### config.mk
export PLATFORM = sky130hd
export DESIGN_NAME = fp_posit_mul
export DESIGN_NICKNAME = d
export VERILOG_FILES = /design/src/rtl/fp_posit_mul.sv
export SDC_FILE = /design/constraint.sdc
export NUM_CORES = 1
export LEC_CHECK = 0
export ABC_AREA = 1
export BUFFER_PORTS_ARGS = -buffer_cell sky130_fd_sc_hd__buf_2
export CAP_MARGIN = 25
export CORE_AREA = 2 2 103 105
export CTS_CLUSTER_DIAMETER = 80
export DETAILED_ROUTE_END_ITERATION = 10
export DIE_AREA = 0 0 105 107
export GPL_TIMING_DRIVEN = 1
export SETUP_SLACK_MARGIN = 0.2
export SYNTH_ARGS = -nofsm -noshare
export SYNTH_HDL_FRONTEND = slang
export SYNTH_SLANG_ARGS = --single-unit
### constraint.sdc
create_clock -name clk -period 12.95 [get_ports clk]
set_clock_uncertainty 0.1 [all_clocks]
set_input_delay 2.59 -clock clk [delete_from_list [all_inputs] [get_ports clk]]
set_output_delay 2.59 -clock clk [all_outputs]
set_load 0.005 [all_outputs]
### src/rtl/fp_posit_mul.sv
// fp_posit_mul: FP16 activation times bit-serial posit (es=0) weight, unnormalised product
module fp_posit_mul #(
  parameter int ACT_WIDTH = 16,
  parameter int EXP_WIDTH = 5,
  parameter int MAN_WIDTH = 10
) (
  input  logic                   clk,
  input  logic                   rst,
  input  logic [ACT_WIDTH-1:0]   act,
  input  logic                   w,
  input  logic                   valid,
  input  logic                   set,
  input  logic [3:0]             precision,
  output logic                   sign_out,
  output logic [EXP_WIDTH-1:0]   exp_out,
  output logic [MAN_WIDTH+3:0]   mantissa_out,
  output logic                   done
);
  logic [3:0] prec_q, prec_d;
  logic [2:0] cnt_q, cnt_d;
  logic [7:0] col_q, col_d;
  logic done_q, done_d, sign_q, sign_d;
  logic [EXP_WIDTH-1:0] exp_q, exp_d;
  logic [MAN_WIDTH+3:0] man_q, man_d;
  logic [7:0] shifted, raw, al;
  logic [6:0] vm;
  logic [3:0] m;
  logic [1:0] fb;
  logic [2:0] wm;
  logic run, s, r, special, last;
  logic [MAN_WIDTH:0] am;
  logic [EXP_WIDTH-1:0] ae, dec_exp;
  logic [MAN_WIDTH+3:0] dec_man;
  // Decode the completed weight word, left-aligned so the sign sits at bit 7 for every width
  always_comb begin
    shifted = {col_q[6:0], w};
    raw = shifted << (4'd8 - prec_q);
    s = raw[7];
    al = s ? 8'(-raw) : raw;
    special = (raw == 8'h00) || (raw == 8'h80);
    vm = 7'h7f << (4'd8 - prec_q);
    r = al[6];
    m = 4'd0;
    run = 1'b1;
    for (int i = 6; i >= 0; i--) begin
      if (run && vm[i] && (al[i] == r)) m = m + 4'd1;
      else run = 1'b0;
    end
    fb = 2'((al << (m + 4'd2)) >> 6);
    wm = (m + 4'd2 >= prec_q) ? 3'b001 : (m + 4'd3 == prec_q) ? {2'b01, fb[1]} : {1'b1, fb};
    ae = act[ACT_WIDTH-2:MAN_WIDTH];
    am = {|ae, act[MAN_WIDTH-1:0]};
    dec_exp = r ? ae + EXP_WIDTH'(m) - EXP_WIDTH'(1) : ae - EXP_WIDTH'(m);
    dec_man = (MAN_WIDTH+4)'(am) * (MAN_WIDTH+4)'(wm);
  end
  // Next-state: precision load/abort, serial collection and result capture on the final bit
  always_comb begin
    prec_d = prec_q;
    cnt_d = cnt_q;
    col_d = col_q;
    done_d = 1'b0;
    sign_d = sign_q;
    exp_d = exp_q;
    man_d = man_q;
    last = ({1'b0, cnt_q} == prec_q - 4'd1);
    if (set) begin
      prec_d = (precision < 4'd3) ? 4'd3 : (precision > 4'd8) ? 4'd8 : precision;
      cnt_d = 3'd0;
      col_d = 8'd0;
    end else if (valid) begin
      col_d = shifted;
      cnt_d = last ? 3'd0 : cnt_q + 3'd1;
      if (last) begin
        done_d = 1'b1;
        sign_d = special ? 1'b0 : act[ACT_WIDTH-1] ^ s;
        exp_d = special ? '0 : dec_exp;
        man_d = special ? '0 : dec_man;
      end
    end
  end
  // State and result registers
  always_ff @(posedge clk) begin
    if (rst) begin
      prec_q <= 4'd4;
      cnt_q <= 3'd0;
      col_q <= 8'd0;
      done_q <= 1'b0;
      sign_q <= 1'b0;
      exp_q <= '0;
      man_q <= '0;
    end else begin
      prec_q <= prec_d;
      cnt_q <= cnt_d;
      col_q <= col_d;
      done_q <= done_d;
      sign_q <= sign_d;
      exp_q <= exp_d;
      man_q <= man_d;
    end
  end
  assign done = done_q;
  assign sign_out = sign_q;
  assign exp_out = exp_q;
  assign mantissa_out = man_q;
endmodule

==> results of run 1 <==
-- repair_timing --
item / CTS / global route
resized for setup: 0 / 6
endpoints found under the setup margin: 0 / 3
setup buffers: 0 / 0
-- stage by stage --
step,worst slack [ps],instances,utilization
finish,1244,824,0.4564
global route,218.7,824,0.4564
CTS,900.5,824,0.4539
detailed placement,589.4,817,0.4452
global placement,931.6,817,0.4452
floorplan,1804,651,-
-- layer usage --
layer / share of wire / global-route usage / up-vias
li1: - / - / 2135
met1: 0.50 / 0.2454 / 1780
met2: 0.44 / 0.3015 / 86
met3: 0.040 / 0.02249 / 16
met4: 0.020 / 0.06762 / 0
met5: 0 / 0 / -
-- area by class of cell --
| class | count | share of cell area |
|---|---|---|
| clock buffer | 6 | 0.01793 |
| clock inverter | 1 | 0.001087 |
| inverter | 113 | 0.09372 |
| multi-input combinational | 488 | 0.6493 |
| sequential | 35 | 0.1521 |
| tap | 136 | 0.03695 |
| timing repair buffer | 45 | 0.04890 |
-- cells by family (layout without fill, tap and decap cells) --
family | after synthesis | count (layout)
buffers and inverters | 128 | 165
and+or+nand+nor | 326 | 326
xor gates and xnor gates | 14 | 14
AOI/OAI and AO/OA | 93 | 93
adders and majority gates | 55 | 55
DFF | 35 | 35
-- power by group --
part	total (W)	internal [W]	leakage [nW]	switching (W)
registers	0.000113	0.000110	0.284	0.00000262
clock network	0.0000822	0.0000417	0.0470	0.0000404
logic	0.000659	0.000243	2.12	0.000416
-- worst reg2reg max path, delay by kind of cell, from the launching register on --
family                   cells  cell delay, ps
buffers and inverters       14            1190
AO/OA/AOI/OAI               14            2100
adder cells (fa/ha/maj)     13            3910
AND/OR/NAND/NOR             25            2810
flip-flops                   1             640
-- sequential cells by signal (all words and copies together) (netlist names) --
register / flops
cnt_q: 3
col_q: 7
done: 1
exp_out: 5
mantissa_out: 14
prec_q: 4
sign_out: 1
-- cells in the final DEF (no fill, tap or decap), types with 2 or more instances in the layout --
| cell | count |
|---|---|
| sky130_fd_sc_hd__o211ai_1 | 3 |
| sky130_fd_sc_hd__xor2_1 | 6 |
| sky130_fd_sc_hd__a21oi_1 | 47 |
| sky130_fd_sc_hd__and2_1 | 3 |
| sky130_fd_sc_hd__a21oi_2 | 2 |
| sky130_fd_sc_hd__o21bai_1 | 4 |
| sky130_fd_sc_hd__nor2_2 | 4 |
| sky130_fd_sc_hd__clkbuf_8 | 6 |
| sky130_fd_sc_hd__xnor2_1 | 7 |
| sky130_fd_sc_hd__inv_2 | 12 |
| sky130_fd_sc_hd__nand4_1 | 5 |
| sky130_fd_sc_hd__dfxtp_1 | 35 |
| sky130_fd_sc_hd__o21ai_2 | 2 |
| sky130_fd_sc_hd__nor3_1 | 6 |
| sky130_fd_sc_hd__nand4_2 | 2 |
| sky130_fd_sc_hd__nand3_4 | 2 |
| sky130_fd_sc_hd__o21ai_0 | 23 |
| sky130_fd_sc_hd__nor3_2 | 2 |
| sky130_fd_sc_hd__nand3_1 | 50 |
| sky130_fd_sc_hd__fa_1 | 12 |
| sky130_fd_sc_hd__o21ai_1 | 4 |
| sky130_fd_sc_hd__nor2_1 | 54 |
| sky130_fd_sc_hd__o22ai_1 | 2 |
| sky130_fd_sc_hd__inv_1 | 97 |
| sky130_fd_sc_hd__ha_1 | 42 |
| sky130_fd_sc_hd__or2_2 | 7 |
| sky130_fd_sc_hd__nand3_2 | 7 |
| sky130_fd_sc_hd__nand2_2 | 13 |
| sky130_fd_sc_hd__buf_2 | 45 |
| sky130_fd_sc_hd__inv_4 | 3 |
| sky130_fd_sc_hd__nor2_8 | 2 |
| sky130_fd_sc_hd__nand2_1 | 162 |
| sky130_fd_sc_hd__nand2_4 | 5 |
-- worst paths after layout --
| kind | endpoint | slack, ps | depth (start not counted) |
|---|---|---|---|
| setup reg to reg | mantissa_out[12] | 2090 | 66 |
| setup / recovery | mantissa_out[12] | 1240 | 63 |
| hold reg to reg | mantissa_out[3] | 360 | 2 |
| hold / removal | mantissa_out[3] | 360 | 2 |
==> results.rst, run 1 <==
.. list-table::
   :header-rows: 1

   * - Metric
     - Value
   * - Total half-perimeter wirelength after legalization and detailed placement
     - 7955 µm
   * - Post-Syn Instances
     - 651
   * - Storage cell area
     - 700.7 µm²
   * - Largest buffer count on any clock path
     - 2
   * - Reg2Reg Launch Point
     - prec_q[0]
   * - Diodes inserted
     - 0
   * - Path type of the worst min-delay path
     - reg2reg
   * - Global route total overflow
     - 0
   * - First-pass GRT wire length
     - 17180 µm
   * - Die X
     - 105 µm
   * - Number of top-level design ports
     - 46
   * - Required time of the critical path
     - 13010 ps
   * - DRC violation count after routing
     - 0
   * - Number of iterations in the first detailed-routing pass
     - 5
   * - Final Max Slew Viols
     - 0
   * - Endpoint type of the worst setup path
     - flip-flop
   * - Sequential element share of the synthesized area
     - 0.1671
   * - Final period utilization
     - 0.9039
   * - Status
     - complete, no violations
   * - Origin of the worst min-delay path
     - mantissa_out[3]
   * - Prevailing post-synth register cell
     - sky130_fd_sc_hd__dfxtp_1
   * - Total power density per cell area
     - 185.4 nW/µm²
   * - Total number of nets in the final design
     - 768
   * - Maximum level of the CTS H-tree
     - 2
   * - Commonest cells post-synth
     - 162 x sky130_fd_sc_hd__nand2_1, 97 x sky130_fd_sc_hd__inv_1, 54 x sky130_fd_sc_hd__nor2_1
   * - FFs w/ async S/R, synth
     - 0
   * - Number of hold-repair buffers added at the cts stage
     - 0
   * - Post-Layout Inst Area
     - 4606 µm²
   * - Number of flip-flops and latches in the synthesized netlist
     - 35
   * - Portion of netlist area occupied by mux cells
     - 0
   * - Area share of fa/ha/maj cells after synthesis
     - 0.1856
   * - Setup tns final
     - 0 ps
   * - Critical Setup Path Class
     - in2reg
   * - Most numerous cell on the critical path
     - sky130_fd_sc_hd__nand2_1
   * - Combinational family with the most area after synthesis
     - simple AND/OR/NAND/NOR gates
   * - Post-synth cell types
     - 44
   * - CTS root buf
     - sky130_fd_sc_hd__clkbuf_8
   * - Worst hold slack after final layout
     - 364.8 ps
   * - Final Hold Fails
     - 0
   * - Starting DRC count in detailed routing
     - 183
   * - EDFF count, synth
     - 0
   * - Final number of setup-violating endpoints
     - 0
   * - Setup repair after global routing missed its margin
     - no
   * - Top cell type by total area after synthesis
     - sky130_fd_sc_hd__dfxtp_1
   * - Vertical die dimension
     - 107 µm
   * - Worst stage delay on the critical path
     - 540 ps
   * - Share of the synthesized area in the top cell type
     - 0.1671
   * - Die Footprint
     - 11240 µm²
   * - Arrival time at the worst endpoint
     - 11760 ps
   * - # port buffers
     - 45
   * - Family with the most delay on the worst path
     - adder cells
   * - Buffers & Inverters on Critical Path
     - 13
   * - Clock transition at the registers of the reported paths
     - 70 ps
   * - Count of fill cells added during filler insertion
     - 1105
   * - Area Growth Syn to Fin
     - 9.815%
   * - Relative slew slack
     - 0.5251
   * - Routed wire length
     - 9722 µm
   * - Highest ir drop seen on vdd
     - 128.5 µV
   * - Synthesized Nets
     - 731
   * - Vias post-DR
     - 4017
   * - Clock latency at the later pin of the worst-skew pair
     - 290 ps
   * - Pin count of the biggest net entering global routing
     - 26
   * - Yosys warning total
     - 0
   * - Number of CTS-inserted buffers
     - 5
   * - Initial cell density of the core
     - 0.4156
   * - Cells taking the most area after synthesis
     - sky130_fd_sc_hd__dfxtp_1 17%, sky130_fd_sc_hd__nand2_1 14%, sky130_fd_sc_hd__ha_1 13%
   * - TritonCTS sink count
     - 35
   * - Startpoint Class
     - input pin
   * - Final critical path time including I/O delays and setup
     - 11710 ps
   * - CTS tree
     - built
   * - Area occupied by multi-input gates
     - 2990 µm²
   * - Synthesized-area fraction occupied by ao, oa, aoi and oai cells
     - 0.1232
   * - Detailed-route vias per instance
     - 4.875
   * - Maximum fanout count along the critical path
     - 11
   * - Initial antenna violation count
     - 0
   * - Total routing usage reported by global routing
     - 0.1829
   * - Wirelength per Cell
     - 11.80 µm
   * - Cell with the most instances after synthesis
     - sky130_fd_sc_hd__nand2_1
   * - Max-cap violations
     - 0
   * - Area after DPL
     - 4493 µm²
   * - Maximum clock rate
     - 85.43 MHz
   * - Actual transition at the worst max-transition pin
     - 707.7 ps
   * - Std cell rows
     - 37
   * - Vias in the first global route
     - 3869
   * - Share of post-route cells with drive strength above 1
     - 0.1715
   * - Cell area after synthesis
     - 4194 µm²
   * - Routability congestion estimate from global placement
     - 0.8767
   * - Synthesized area per cell
     - 6.442 µm²
   * - Xor and xnor fraction of the mapped netlist area
     - 0.03103
   * - Core area
     - 10090 µm²
   * - Count of antenna-violating nets left after detailed routing
     - 0
   * - Crit path from
     - w
   * - Critical-path top delay cell
     - sky130_fd_sc_hd__fa_1
   * - Cell leakage power
     - 2.447 nW
   * - Total power
     - 0.0008539 W
   * - Simple logic cell fraction of the synthesized area
     - 0.3675
Power figures use the tool's default switching activity.
==> inputs of run 2 (changes only) <==
--- a/config.mk
+++ b/config.mk
@@ -8,11 +8,12 @@
 export ABC_AREA = 1
 export BUFFER_PORTS_ARGS = -buffer_cell sky130_fd_sc_hd__buf_2
 export CAP_MARGIN = 25
-export CORE_AREA = 2 2 103 105
+export CORE_AREA = 5 5 93 95
 export CTS_CLUSTER_DIAMETER = 80
 export DETAILED_ROUTE_END_ITERATION = 10
-export DIE_AREA = 0 0 105 107
+export DIE_AREA = 0 0 98 100
 export GPL_TIMING_DRIVEN = 1
+export PLACE_DENSITY = 0.83
 export SETUP_SLACK_MARGIN = 0.2
 export SYNTH_ARGS = -nofsm -noshare
 export SYNTH_HDL_FRONTEND = slang
==> run 2 against run 1 <==
Effect of this change:
- power increased by 4.9%
- via count increased by 3.4%
- register-to-register slack got worse by 80 ps
- combinational power increased by 0.9%
- clock-buffer cell count decreased by 1
- critical endpoint unchanged
- sequential share of layout area about the same
- setup slack got worse by 65 ps
- sequential cell count unchanged
==> results.rst, run 2 (synthesis results as in run 1) <==
.. list-table::
   :header-rows: 1

   * - Metric
     - Value
   * - Initial antenna violation count
     - 0 (unchanged)
   * - Wirelength per Cell
     - 12.37 µm (was 11.80 µm)
   * - Most common library cell in the layout ignoring fill and taps
     - sky130_fd_sc_hd__nand2_1 (unchanged)
   * - Vias post-DR
     - 4155 (was 4017)
   * - Total half-perimeter wirelength after legalization and detailed placement
     - 7839 µm (was 7955 µm)
   * - Routed wire length
     - 9781 µm (was 9722 µm)
   * - Die Footprint
     - 9800 µm² (was 11240 µm²)
   * - Endpoint type of the worst setup path
     - flip-flop (unchanged)
   * - Pin count of the biggest net entering global routing
     - 26 (unchanged)
   * - Post-cts repair resize count
     - 0 (unchanged)
   * - # port buffers
     - 45 (unchanged)
   * - CTS tree
     - built (unchanged)
   * - Total power density per cell area
     - 194.2 nW/µm² (was 185.4 nW/µm²)
   * - Storage cell area
     - 700.7 µm² (unchanged)
   * - Std cell rows
     - 32 (was 37)
   * - Final number of setup-violating endpoints
     - 0 (unchanged)
   * - Routability congestion estimate from global placement
     - 0.8944 (was 0.8767)
   * - Max-cap violations
     - 0 (unchanged)
   * - Status
     - complete, no violations (unchanged)
   * - Final critical path time including I/O delays and setup
     - 11770 ps (was 11710 ps)
   * - Most numerous cell on the critical path
     - sky130_fd_sc_hd__nand2_1 (unchanged)
   * - Count of fill cells added during filler insertion
     - 657 (was 1105)
   * - Total number of nets in the final design
     - 768 (unchanged)
   * - Number of top-level design ports
     - 46 (unchanged)
   * - Critical Setup Path Class
     - in2reg (unchanged)
   * - Diodes inserted
     - 0 (unchanged)
   * - Core area
     - 7647 µm² (was 10090 µm²)
   * - Top library cells by usage in the layout, fill and taps aside
     - 162 x sky130_fd_sc_hd__nand2_1, 97 x sky130_fd_sc_hd__inv_1, 54 x sky130_fd_sc_hd__nor2_1, 50 x sky130_fd_sc_hd__nand3_1, 47 x sky130_fd_sc_hd__a21oi_1 (unchanged)
   * - Highest ir drop seen on vdd
     - 172.8 µV (was 128.5 µV)
   * - Starting DRC count in detailed routing
     - 172 (was 183)
   * - Vias in the first global route
     - 4032 (was 3869)
   * - Number of placed instances with taps included
     - 783 (was 817)
   * - Global route total overflow
     - 0 (unchanged)
   * - Final Max Slew Viols
     - 0 (unchanged)
   * - Setup slack after placement
     - 645.3 ps (was 589.4 ps)
   * - Maximum level of the CTS H-tree
     - 2 (unchanged)
   * - Total routing usage reported by global routing
     - 0.2048 (was 0.1829)
   * - Count of antenna-violating nets left after detailed routing
     - 0 (unchanged)
   * - Share of post-route cells with drive strength above 1
     - 0.1727 (was 0.1715)
   * - Number of CTS-inserted buffers
     - 5 (unchanged)
   * - Final period utilization
     - 0.9089 (was 0.9039)
   * - Worst-case setup margin in the final layout
     - 1179 ps (was 1244 ps)
   * - Setup repair after global routing missed its margin
     - no (unchanged)
   * - Final Hold Fails
     - 0 (unchanged)
   * - Setup tns final
     - 0 ps (unchanged)
   * - Path type of the worst min-delay path
     - reg2reg (unchanged)
   * - Arrival time at the worst endpoint
     - 11840 ps (was 11760 ps)
   * - CTS root buf
     - sky130_fd_sc_hd__clkbuf_8 (unchanged)
   * - Maximum fanout count along the critical path
     - 11 (unchanged)
   * - Setup Buffers After CTS
     - 0 (unchanged)
   * - Vertical die dimension
     - 100 µm (was 107 µm)
   * - Required time of the critical path
     - 13020 ps (was 13010 ps)
   * - Area occupied by multi-input gates
     - 2990 µm² (unchanged)
   * - DRC violation count after routing
     - 0 (unchanged)
   * - TritonCTS sink count
     - 35 (unchanged)
   * - Clock latency at the later pin of the worst-skew pair
     - 290 ps (about the same)
   * - Die X
     - 98 µm (was 105 µm)
   * - Clock transition at the registers of the reported paths
     - 80 ps (was 70 ps)
   * - Startpoint Class
     - input pin (unchanged)
   * - Largest buffer count on any clock path
     - 2 (unchanged)
   * - Detailed-route vias per instance
     - 5.253 (was 4.875)
   * - Max reg flops
     - 14 (unchanged)
   * - Actual transition at the worst max-transition pin
     - 683.5 ps (was 707.7 ps)
   * - Number of hold-repair buffers added at the cts stage
     - 0 (unchanged)
   * - Initial cell density of the core
     - 0.5484 (was 0.4156)
   * - Worst stage delay on the critical path
     - 540 ps (about the same)
   * - Maximum clock rate
     - 84.96 MHz (was 85.43 MHz)
   * - Critical-path top delay cell
     - sky130_fd_sc_hd__fa_1 (unchanged)
   * - Cell leakage power
     - 2.465 nW (was 2.447 nW)
   * - Number of iterations in the first detailed-routing pass
     - 5 (unchanged)
   * - Area Growth Syn to Fin
     - 9.934% (was 9.815%)
   * - First-pass GRT wire length
     - 17320 µm (was 17180 µm)
   * - Final Instance Count excl. Fillers
     - 791 (was 824)
   * - Relative slew slack
     - 0.5413 (was 0.5251)
[run 2: final timing paths]
path              cells past startpoint             from          endpoint  slack, ps
setup / recovery                     63                w  mantissa_out[12]       1180
hold reg to reg                       2  mantissa_out[8]   mantissa_out[8]        360
hold / removal                        2  mantissa_out[8]   mantissa_out[8]        360
setup reg to reg                     66        prec_q[0]  mantissa_out[12]       2010
[run 2: cell type report]
cell class | instances | area share
clock buffers | 5 | 0.01493
clock inverters | 3 | 0.01465
inverters | 113 | 0.09335
multi-input cells | 488 | 0.6486
flip-flops and latches | 35 | 0.1520
well taps | 102 | 0.02768
repair buffers | 45 | 0.04885
[run 2: report_power, final]
group | switching (W) | internal, W
logic | 0.000419 | 0.000246
clock network | 0.0000413 | 0.0000768
registers | 0.00000268 | 0.000110
[run 2: per-layer routing]
metal / wire [µm] / global-route usage
met1: 4435 / 0.2619
met2: 4714 / 0.3518
met5: 0 / 0
met3: 465 / 0.02780
met4: 165 / 0.07668
[run 2: per-stage QoR]
step / utilization / hold WS, ps / total power (W) / instance area (µm²)
2_1_floorplan: - / 353.4 / 0.0006505 / 4194
3_3_place_gp: 0.5820 / 349.6 / 0.0007410 / 4451
3_5_place_dp: 0.5820 / 354.3 / 0.0007594 / 4451
4_1_cts: 0.5998 / 366.8 / 0.0008898 / 4587
5_1_grt: 0.6029 / 392.1 / 0.001014 / 4611
6_report: 0.6029 / 364.0 / 0.0008954 / 4611
[run 2: worst max-delay path: cells and delay by family]
family	cells	cell delay, ps
AOI/OAI and AO/OA	14	2170
buffers and inverters	13	1000
and+or+nand+nor	25	2740
adders and majority gates	11	3310
==> inputs of run 3 (changes only) <==
--- a/config.mk
+++ b/config.mk
@@ -8,12 +8,14 @@
 export ABC_AREA = 1
 export BUFFER_PORTS_ARGS = -buffer_cell sky130_fd_sc_hd__buf_2
 export CAP_MARGIN = 25
-export CORE_AREA = 5 5 93 95
+export CELL_PAD_IN_SITES_DETAIL_PLACEMENT = 0
+export CELL_PAD_IN_SITES_GLOBAL_PLACEMENT = 1
+export CORE_AREA = 5 5 116 118
 export CTS_CLUSTER_DIAMETER = 80
 export DETAILED_ROUTE_END_ITERATION = 10
-export DIE_AREA = 0 0 98 100
+export DIE_AREA = 0 0 121 123
 export GPL_TIMING_DRIVEN = 1
-export PLACE_DENSITY = 0.83
+export PLACE_DENSITY = 0.76
 export SETUP_SLACK_MARGIN = 0.2
 export SYNTH_ARGS = -nofsm -noshare
 export SYNTH_HDL_FRONTEND = slang
==> run 3 against run 2 <==
Effect of this change:
- clock power about the same
- sequential cell count unchanged
- cell count up 8.7%
- fmax up 0.20%
- wire length up 4.4%
- largest power group unchanged
==> results.rst, run 3 (synthesis results as in run 1) <==
.. list-table::
   :header-rows: 1

   * - Metric
     - Value
   * - Status
     - complete, no violations (unchanged)
   * - Path type of the worst min-delay path
     - reg2reg (unchanged)
   * - CTS tree
     - built (unchanged)
   * - Max reg flops
     - 14 (unchanged)
   * - Final Instance Count excl. Fillers
     - 860 (was 791)
   * - Critical-path top delay cell
     - sky130_fd_sc_hd__fa_1 (unchanged)
   * - Final critical path time including I/O delays and setup
     - 11750 ps (was 11770 ps)
   * - Starting DRC count in detailed routing
     - 195 (was 172)
   * - Net Sw Frac
     - 0.5162 (was 0.5167)
   * - Relative contribution of combinational cells to total power
     - 0.738 (was 0.742)
   * - Number of placed instances with taps included
     - 853 (was 783)
   * - Total internal power
     - 0.0004273 W (was 0.0004328 W)
   * - Vias in the first global route
     - 3889 (was 4032)
   * - Clock network fraction of design power
     - 0.134 (was 0.132)
   * - Arrival time at the worst endpoint
     - 11800 ps (was 11840 ps)
   * - Area Growth Syn to Fin
     - 12.08% (was 9.934%)
   * - DRC violation count after routing
     - 0 (unchanged)
   * - Final number of setup-violating endpoints
     - 0 (unchanged)
   * - Std cell rows
     - 41 (was 32)
   * - Clock transition at the registers of the reported paths
     - 60 ps (was 80 ps)
   * - Setup repair after global routing missed its margin
     - no (unchanged)
   * - Routability congestion estimate from global placement
     - 0.8720 (was 0.8944)
   * - CTS root buf
     - sky130_fd_sc_hd__clkbuf_16 (was sky130_fd_sc_hd__clkbuf_8)
   * - Required time of the critical path
     - 13000 ps (was 13020 ps)
   * - Most numerous cell on the critical path
     - sky130_fd_sc_hd__nand2_1 (unchanged)
   * - Diodes inserted
     - 0 (unchanged)
   * - Share of post-route cells with drive strength above 1
     - 0.1715 (was 0.1727)
   * - Maximum clock rate
     - 85.12 MHz (was 84.96 MHz)
   * - TritonCTS sink count
     - 35 (unchanged)
   * - Initial antenna violation count
     - 0 (unchanged)
   * - Total half-perimeter wirelength after legalization and detailed placement
     - 8451 µm (was 7839 µm)
   * - Buffers & Inverters on Critical Path
     - 13 (unchanged)
   * - Number of iterations in the first detailed-routing pass
     - 6 (was 5)
   * - Pin count of the biggest net entering global routing
     - 26 (unchanged)
   * - Count of fill cells added during filler insertion
     - 1328 (was 657)
   * - Wirelength per Cell
     - 11.87 µm (was 12.37 µm)
   * - Highest ir drop seen on vdd
     - 143.2 µV (was 172.8 µV)
   * - Cell leakage power
     - 2.471 nW (was 2.465 nW)
   * - Endpoint type of the worst setup path
     - flip-flop (unchanged)
   * - Sequential fraction of design power
     - 0.128 (was 0.126)
   * - Actual transition at the worst max-transition pin
     - 709.4 ps (was 683.5 ps)
   * - Most common library cell in the layout ignoring fill and taps
     - sky130_fd_sc_hd__nand2_1 (unchanged)
   * - Clock latency at the later pin of the worst-skew pair
     - 280 ps (was 290 ps)
   * - Max-cap violations
     - 0 (unchanged)
   * - First-pass GRT wire length
     - 17730 µm (was 17320 µm)
   * - Total power density per cell area
     - 187.9 nW/µm² (was 194.2 nW/µm²)
   * - Number of top-level design ports
     - 46 (unchanged)
   * - Total number of nets in the final design
     - 768 (unchanged)
   * - Routed wire length
     - 10210 µm (was 9781 µm)
   * - Switching pwr
     - 0.0004560 W (was 0.0004626 W)
   * - Global route total overflow
     - 0 (unchanged)
   * - Worst stage delay on the critical path
     - 530 ps (was 540 ps)
   * - Total routing usage reported by global routing
     - 0.1445 (was 0.2048)
   * - Vertical die dimension
     - 123 µm (was 100 µm)
   * - Die X
     - 121 µm (was 98 µm)
   * - Detailed-route vias per instance
     - 4.627 (was 5.253)
   * - Initial cell density of the core
     - 0.3392 (was 0.5484)
   * - Relative slew slack
     - 0.5239 (was 0.5413)
   * - Maximum fanout count along the critical path
     - 11 (unchanged)
   * - Final Max Slew Viols
     - 0 (unchanged)
   * - Final Hold Fails
     - 0 (unchanged)
   * - Top library cells by usage in the layout, fill and taps aside
     - 162 x sky130_fd_sc_hd__nand2_1, 97 x sky130_fd_sc_hd__inv_1, 54 x sky130_fd_sc_hd__nor2_1, 50 x sky130_fd_sc_hd__nand3_1, 47 x sky130_fd_sc_hd__a21oi_1 (unchanged)
   * - Startpoint Class
     - input pin (unchanged)
   * - Vias post-DR
     - 3979 (was 4155)
   * - Largest buffer count on any clock path
     - 2 (unchanged)
   * - Setup tns final
     - 0 ps (unchanged)
   * - Final period utilization
     - 0.9071 (was 0.9089)
   * - Number of CTS-inserted buffers
     - 5 (unchanged)
   * - # port buffers
     - 45 (unchanged)
   * - Count of antenna-violating nets left after detailed routing
     - 0 (unchanged)
   * - Critical Setup Path Class
     - in2reg (unchanged)
   * - Core area
     - 12360 µm² (was 7647 µm²)
   * - Maximum level of the CTS H-tree
     - 2 (unchanged)
   * - Die Footprint
     - 14880 µm² (was 9800 µm²)
   * - Family with the most delay on the worst path
     - adder cells (unchanged)
## run 3: worst paths after layout
kind	from	to	slack [ps]	depth (start not counted)
setup / recovery	w	mantissa_out[12]	1200	63
hold / removal	sign_out	sign_out	360	2
setup reg to reg	prec_q[0]	mantissa_out[12]	2060	66
hold reg to reg	sign_out	sign_out	360	2
## run 3: area by class of cell
class / count / area [µm²] / area share
clock buffer: 6 / 138.9 / 0.02954
clock inverter: 1 / 5.005 / 0.001065
tap: 172 / 215.2 / 0.04578
inverter: 113 / 430.4 / 0.09156
timing repair buffer: 45 / 225.2 / 0.04791
sequential: 35 / 700.7 / 0.1491
multi-input combinational: 488 / 2985 / 0.6351
## run 3: timing repair
action	CTS	global route
resized for setup	0	4
hold buffers	0	0
endpoints found under the setup margin	0	3
buffers inserted	0	0
## run 3: metal layers
metal | wire length, µm | GRT usage | part of all wire
met5 | 0 | 0 | 0
met2 | 4586 | 0.2383 | 0.45
met1 | 5158 | 0.1956 | 0.51
met3 | 242 | 0.01281 | 0.024
met4 | 226 | 0.05807 | 0.022
## run 3: power groups by stage
stage,registers [W],logic [W],clock network (W)
after global routing,0.000113,0.000774,0.000127
after CTS,0.000113,0.000657,0.000123
after floorplan,0.000114,0.000536,0
after global placement,0.000115,0.000647,0
final,0.000113,0.000652,0.000118
after detailed placement,0.000115,0.000649,0
## run 3: tightest hold or removal path, delay by kind of cell, from the launching register on
kind            cells  cell delay (ps)
compound gates      1               50
flops               1              300
simple gates        1               60
## run 3: per-stage QoR
stage | hold slack (ps) | utilization | setup WS, ps | power [W] | cell area, µm²
after floorplan | 353.4 | - | 1804 | 0.0006505 | 4194
after detailed placement | 356.4 | 0.3671 | 632.8 | 0.0007645 | 4538
after global routing | 384.3 | 0.3802 | 169.0 | 0.001015 | 4701
after CTS | 364.9 | 0.3787 | 912.2 | 0.0008929 | 4682
final | 360.7 | 0.3802 | 1202 | 0.0008833 | 4701
after global placement | 350.7 | 0.3671 | 892.6 | 0.0007623 | 4538
